File: src/rtl/lut3d_pkg.sv
// Shared types and elaboration-time helpers for the 3D-LUT config streamer.
package lut3d_pkg;

    typedef enum logic [2:0] {IDLE, ARM, RUN, DRAIN, DONE} lut3d_cfg_state_t;

    localparam int LUT3D_CD_DEF = 8;

    // {B,G,R} beat at the default component width; R occupies the low bits.
    typedef struct packed {
        logic [LUT3D_CD_DEF-1:0] b;
        logic [LUT3D_CD_DEF-1:0] g;
        logic [LUT3D_CD_DEF-1:0] r;
    } lut3d_beat_t;

    function automatic int lut3d_entries(input int gs);
        return gs * gs * gs;
    endfunction

    // Rounded linear ramp from 0 to full scale across the grid nodes.
    function automatic int lut3d_identity_val(input int i, input int gs, input int cd);
        return (i * ((1 << cd) - 1) + (gs - 1) / 2) / (gs - 1);
    endfunction

endpackage

File: src/rtl/lut3d_idx_counter.sv
// Nested r/g/b grid counters (r fastest) with a linear entry index.
module lut3d_idx_counter
    import lut3d_pkg::*;
#(
    parameter int  GS     = 33,
    localparam int IW     = $clog2(GS),
    localparam int ADDR_W = $clog2(lut3d_entries(GS))
) (
    input  logic              clk_i,
    input  logic              rst_i,
    input  logic              clr_i,
    input  logic              en_i,
    output logic [IW-1:0]     r_o,
    output logic [IW-1:0]     g_o,
    output logic [IW-1:0]     b_o,
    output logic [ADDR_W-1:0] n_o,
    output logic              first_o,
    output logic              last_o
);

    localparam logic [IW-1:0]     TOP    = IW'(GS - 1);
    localparam logic [ADDR_W-1:0] N_LAST = ADDR_W'(lut3d_entries(GS) - 1);

    logic [IW-1:0]     r_q, g_q, b_q, r_d, g_d, b_d;
    logic [ADDR_W-1:0] n_q, n_d;

    // Clear wins over enable so the final index never steps past N_LAST.
    always_comb begin
        r_d = r_q;
        g_d = g_q;
        b_d = b_q;
        n_d = n_q;
        if (clr_i) begin
            r_d = '0;
            g_d = '0;
            b_d = '0;
            n_d = '0;
        end else if (en_i) begin
            n_d = n_q + 1'b1;
            r_d = (r_q == TOP) ? '0 : r_q + 1'b1;
            if (r_q == TOP) begin
                g_d = (g_q == TOP) ? '0 : g_q + 1'b1;
                if (g_q == TOP)
                    b_d = (b_q == TOP) ? '0 : b_q + 1'b1;
            end
        end
    end

    always_ff @(posedge clk_i) begin
        if (rst_i) begin
            r_q <= '0;
            g_q <= '0;
            b_q <= '0;
            n_q <= '0;
        end else begin
            r_q <= r_d;
            g_q <= g_d;
            b_q <= b_d;
            n_q <= n_d;
        end
    end

    assign r_o     = r_q;
    assign g_o     = g_q;
    assign b_o     = b_q;
    assign n_o     = n_q;
    assign first_o = (n_q == '0);
    assign last_o  = (n_q == N_LAST);

endmodule

File: src/rtl/lut3d_cfg_streamer.sv
// Streams GS^3 LUT entries (identity or from memory) starting at a frame boundary,
// with the beat timing matched across both sources by a MEM_LAT-deep tag pipe.
module lut3d_cfg_streamer
    import lut3d_pkg::*;
#(
    parameter int  GS      = 33,
    parameter int  LUT_CD  = 8,
    parameter int  MEM_LAT = 2,
    localparam int ADDR_W  = $clog2(GS * GS * GS)
) (
    input  logic                  p_clk,
    input  logic                  p_rst,
    input  logic                  i_vs,
    input  logic                  i_load_req,
    input  logic                  i_identity,
    output logic                  o_mem_rd,
    output logic [ADDR_W-1:0]     o_mem_addr,
    input  logic [3*LUT_CD-1:0]   i_mem_rdata,
    output logic [3*LUT_CD-1:0]   o_cfg_data,
    output logic                  o_cfg_valid,
    output logic                  o_cfg_last,
    output logic                  o_busy,
    output logic                  o_done
);

    localparam int IW = $clog2(GS);

    typedef struct packed {
        logic [LUT_CD-1:0] b;
        logic [LUT_CD-1:0] g;
        logic [LUT_CD-1:0] r;
    } beat_t;

    typedef struct packed {
        logic          valid;
        logic          last;
        logic [IW-1:0] r;
        logic [IW-1:0] g;
        logic [IW-1:0] b;
    } tag_t;

    lut3d_cfg_state_t  state_q;
    logic              mode_q, vs_d_q;
    logic [2:0]        drn_q;
    logic [IW-1:0]     r_idx, g_idx, b_idx;
    logic [ADDR_W-1:0] n_idx;
    logic              idx_first, idx_last, run;

    assign run = (state_q == RUN);

    lut3d_idx_counter #(.GS(GS)) u_idx (
        .clk_i   (p_clk),
        .rst_i   (p_rst),
        .clr_i   (run && idx_last),
        .en_i    (run),
        .r_o     (r_idx),
        .g_o     (g_idx),
        .b_o     (b_idx),
        .n_o     (n_idx),
        .first_o (idx_first),
        .last_o  (idx_last)
    );

    // vs_d resets high so a level-high i_vs out of reset is not taken as an edge.
    always_ff @(posedge p_clk) begin
        if (p_rst) begin
            state_q <= IDLE;
            mode_q  <= 1'b0;
            vs_d_q  <= 1'b1;
            drn_q   <= '0;
        end else begin
            vs_d_q <= i_vs;
            case (state_q)
                IDLE: if (i_load_req) begin
                    state_q <= ARM;
                    mode_q  <= i_identity;
                end
                ARM: if (i_vs && !vs_d_q && idx_first) state_q <= RUN;
                RUN: if (idx_last) begin
                    state_q <= DRAIN;
                    drn_q   <= '0;
                end
                DRAIN: if (drn_q == 3'(MEM_LAT)) state_q <= DONE;
                       else drn_q <= drn_q + 1'b1;
                DONE:    state_q <= IDLE;
                default: state_q <= IDLE;
            endcase
        end
    end

    assign o_busy     = (state_q != IDLE);
    assign o_done     = (state_q == DONE);
    assign o_mem_rd   = run && !mode_q;
    assign o_mem_addr = n_idx;

    tag_t tag_in, tag_tail;
    assign tag_in = '{valid: run, last: idx_last, r: r_idx, g: g_idx, b: b_idx};

    generate
        if (MEM_LAT == 0) begin : g_nodly
            assign tag_tail = tag_in;
        end else begin : g_dly
            tag_t pipe_q [MEM_LAT];
            always_ff @(posedge p_clk) begin
                if (p_rst) begin
                    for (int i = 0; i < MEM_LAT; i++) pipe_q[i] <= '0;
                end else begin
                    pipe_q[0] <= tag_in;
                    for (int i = 1; i < MEM_LAT; i++) pipe_q[i] <= pipe_q[i-1];
                end
            end
            assign tag_tail = pipe_q[MEM_LAT-1];
        end
    endgenerate

    logic [LUT_CD-1:0] id_tbl [GS];
    generate
        for (genvar i = 0; i < GS; i++) begin : g_id
            assign id_tbl[i] = LUT_CD'(lut3d_identity_val(i, GS, LUT_CD));
        end
    endgenerate

    beat_t id_beat;
    assign id_beat = '{b: id_tbl[tag_tail.b], g: id_tbl[tag_tail.g], r: id_tbl[tag_tail.r]};

    always_ff @(posedge p_clk) begin
        if (p_rst) begin
            o_cfg_data  <= '0;
            o_cfg_valid <= 1'b0;
            o_cfg_last  <= 1'b0;
        end else begin
            o_cfg_valid <= tag_tail.valid;
            o_cfg_last  <= tag_tail.valid && tag_tail.last;
            if (!tag_tail.valid)
                o_cfg_data <= '0;
            else if (mode_q)
                o_cfg_data <= id_beat;
            else
                o_cfg_data <= i_mem_rdata;
        end
    end

endmodule

File: config.mk
export PLATFORM = sky130hd
export DESIGN_NAME = lut3d_cfg_streamer
export DESIGN_NICKNAME = d
export VERILOG_FILES = /design/src/rtl/lut3d_pkg.sv /design/src/rtl/lut3d_idx_counter.sv /design/src/rtl/lut3d_cfg_streamer.sv
export SDC_FILE = /design/constraint.sdc
export NUM_CORES = 1
export LEC_CHECK = 0
export BUFFER_PORTS_ARGS = -buffer_cell sky130_fd_sc_hd__buf_2
export CAP_MARGIN = 20
export CORE_MARGIN = 5
export CORE_UTILIZATION = 30
export CTS_CLUSTER_DIAMETER = 40
export DETAILED_ROUTE_END_ITERATION = 10
export HOLD_SLACK_MARGIN = 0.12
export PLACE_DENSITY = 0.59
export SLEW_MARGIN = 20
export SYNTH_ARGS = -nofsm -noshare
export SYNTH_HDL_FRONTEND = slang
export SYNTH_SLANG_ARGS = --single-unit
File: constraint.sdc
create_clock -name p_clk -period 2.35 [get_ports p_clk]
set_input_delay 0.235 -clock p_clk [delete_from_list [all_inputs] [get_ports p_clk]]
set_output_delay 0.235 -clock p_clk [all_outputs]
set_load 0.02 [all_outputs]
==> summary.txt <==
Run status
  • Status: completed

Layout
  • # diodes: 0
  • Share of cells above drive strength 1: 0.212
  • Final nets: between 600 and 700
  • Area growth, synth to finish: 21.3%
  • Final instance count without filler cells: 740

Floorplanning
  • Starting Density: 0.305
  • Top Ports: 74
  • Die area: 17,300 sq um
  • Core footprint: 14,500 sq um
  • Die X: roughly 130 microns
  • Die height: approximately 130 microns
  • Cell Rows: 44

Critical path
  • Worst R2R Path Depth: 4
  • Worst setup SP type: register
  • Cell depth of the worst setup path: 4
  • Buf/Inv on CP: 0
  • Critical path cell sequence: or3b_1 > or4_1 > or4b_1 > a21oi_1
  • Crit path max fanout: 8
  • Kind of end point of the critical path: register
  • Critical-path top delay cell: or4_1
  • Top delay family on crit path: simple AND/OR/NAND/NOR gates
  • CP arrival: about 2.4 ns
  • Critical path class: reg -> reg
  • Worst EP required: 2.64 ns
  • Crit-path max cell delay: 0.66 ns

CTS
  • CTS Root Cell: clkbuf_16
  • Reg clk slew, reported paths: 0.08 ns
  • Num Clock Sinks: roughly 110
  • H-Tree Depth: 3
  • Clk buf depth: 2
  • Worst skew pair latency: approximately 0.35 ns
  • CTS tree: done
  • CTS buffer count: 9

Synthesis
  • Register area share after synthesis: 0.487
  • Top cells by count, synth: dfxtp_1 (108), nor2_1 (34), nor2b_1 (34)
  • Synth async-reset ratio: 0
  • Post-Syn Instances: 473
  • Area leader, netlist: dfxtp_1
  • Most frequent cell after synthesis: dfxtp_1
  • Mapped Area: 4440 sq um
  • Post-synth EDFFs: 0
  • Net Count, Synth: approximately 520
  • Top cells by area, synth: dfxtp_1 (49%), ha_1 (6.2%), nor2b_1 (4.8%), o21ai_0 (3.0%), a21oi_1 (2.9%)
  • Ys Warns: 0
  • Prevailing post-synth register cell: dfxtp_1
  • Synth cell types: 45
  • Synth top area share: 0.487
  • Mean Syn Cell Area: around 9.4 sq um
  • Yosys reg bits: 108

Timing
  • RSZ-0062 raised after global routing: false
  • Clock skew: 0.0108 ns
  • Measured slew at the worst slew-check pin: 0.586 ns
  • Setup violators final: 0
  • Max-slew violation count: 0
  • Final Hold Viols: 0
  • Rel. slew slack: 0.609
  • Tcrit/Tclk final: 0.907
  • Sum Neg Setup Slack: 0 ns
  • Fmax: roughly 470 MHz
  • Fin crit period: 2.13 ns

Power
  • Pwr Total: around 3.5 mW
  • Lkg Pwr: ~2.2 nW
  • Power Dens Cells: around 640 nW/um^2
  • Max VDD drop: roughly 0.3 mV

Detailed routing
  • WL/cell: roughly 12 microns
  • Via count: 3,455
  • DRC viols: 0
  • Iteration-0 DRC Markers: 205
  • Routed Antenna Nets: 0
  • Final WL: 9.17 mm
  • Vias per Instance: ~4.7
  • Drt pass-1 iters: 4

Placement
  • Detailed Place HPWL: 6.86 mm
  • Port buffer count: 73
  • Gpl congestion: 0.816
  • Cells after DPL: 722

GRT
  • Total grt overflow: 0
  • Largest net degree at the start of global routing: 37
  • Vias in the first global route: 3,340
  • All-Layer GR Usage: 0.107
  • Antenna violations before repair: 0
  • First-pass GRT wire length: roughly 16 mm

Run
  • Max cap viols: 0

Hold path
  • Hold Path Class: in -> reg
  • Hold Crit Depth: 3
repair_timing:
action / CTS / global route
setup buffers: 0 / 0
endpoints found under the hold margin: 2 / 0
hold buffers: 2 / 0
gates resized for setup: 0 / 1
setup endpoints to repair: 0 / 16
cell families after synthesis:
| logic type | Yosys count | synth area share |
|---|---|---|
| multiplexers | 3 | 0.00677 |
| adder cells (fa/ha/maj) | 22 | 0.0621 |
| AO/OA/AOI/OAI | 87 | 0.125 |
| flip-flops | 108 | 0.487 |
| XOR/XNOR | 20 | 0.0395 |
| AND/OR/NAND/NOR | 188 | 0.241 |
| buffers and inverters | 45 | 0.0384 |
per-layer routing:
layer / vias up / global-route usage / wire (microns)
met3: 7 / 0.0436 / 687
met1: 1551 / 0.142 / 4410
met5: - / 0 / 0
li1: 1796 / - / -
met2: 101 / 0.163 / 3990
met4: 0 / 0.0280 / 85
sequential cells by signal, indices dropped and copies added, names as in the netlist:
signal        cells
drn_q             3
g_dly.pipe_q     40
mode_q            1
o_cfg_data       24
o_cfg_last        1
o_cfg_valid       1
state_q           3
u_idx.b_o         6
u_idx.g_o         6
u_idx.n_o        16
u_idx.r_o         6
vs_d_q            1
layout by cell type, fill, tap and decap left out, drive strengths merged, types with 10 or more instances in the layout:
cell type | Yosys | routed
buf | 3 | 88
nor2 | 34 | 34
xnor2 | 10 | 10
clkbuf | 20 | 10
xor2 | 10 | 10
nand3 | 11 | 11
a21oi | 26 | 26
nand2 | 23 | 23
nand2b | 14 | 14
o21ai | 27 | 27
nor2b | 34 | 34
ha | 22 | 22
inv | 22 | 26
dfxtp | 108 | 108
nor3 | 18 | 18
worst paths after layout:
kind / to / slack (ns) / from
worst max-delay path: u_idx.n_o[15] / 0.22 / state_q[2]
worst min-delay path: o_cfg_data[22] / 0.14 / i_mem_rdata[22]
worst max register to register: u_idx.n_o[15] / 0.22 / state_q[2]
worst min register to register: o_cfg_last / 0.42 / g_dly.pipe_q[0][38]
worst min-delay path, delay by kind of cell:
kind                   cells  cell delay [ns]
buffers and inverters      1             0.07
AOI/OAI and AO/OA          1             0.06
and+or+nand+nor            1             0.08
area by class of cell:
cell class | count | area (sq um)
fillers | 1476 | 9150
flip-flops and latches | 108 | 2160
multi-input cells | 320 | 2100
repair buffers | 90 | 498
clock buffers | 10 | 239
well taps | 184 | 230
inverters | 22 | 82.6
clock inverters | 6 | 63.8
power by group:
group          switching [mW]  leakage, nW  internal (mW)
Clock                   0.711        0.146          0.780
Combinational          0.0675         1.20         0.0496
Sequential            0.00861        0.870           1.84
Total                   0.787         2.21           2.66
stage by stage:
step	setup slack [ns]	cell area (sq um)	util	hold WS, ns
6_report	0.217	5380	0.370	0.136
5_1_grt	0.0850	5380	0.370	0.143
4_1_cts	0.108	5380	0.370	0.123
3_5_place_dp	0.115	5060	0.348	0.417
3_3_place_gp	0.221	5060	0.348	0.416
2_1_floorplan	0.274	4440	-	0.342
Note: power is estimated with default switching activity, not from simulation.
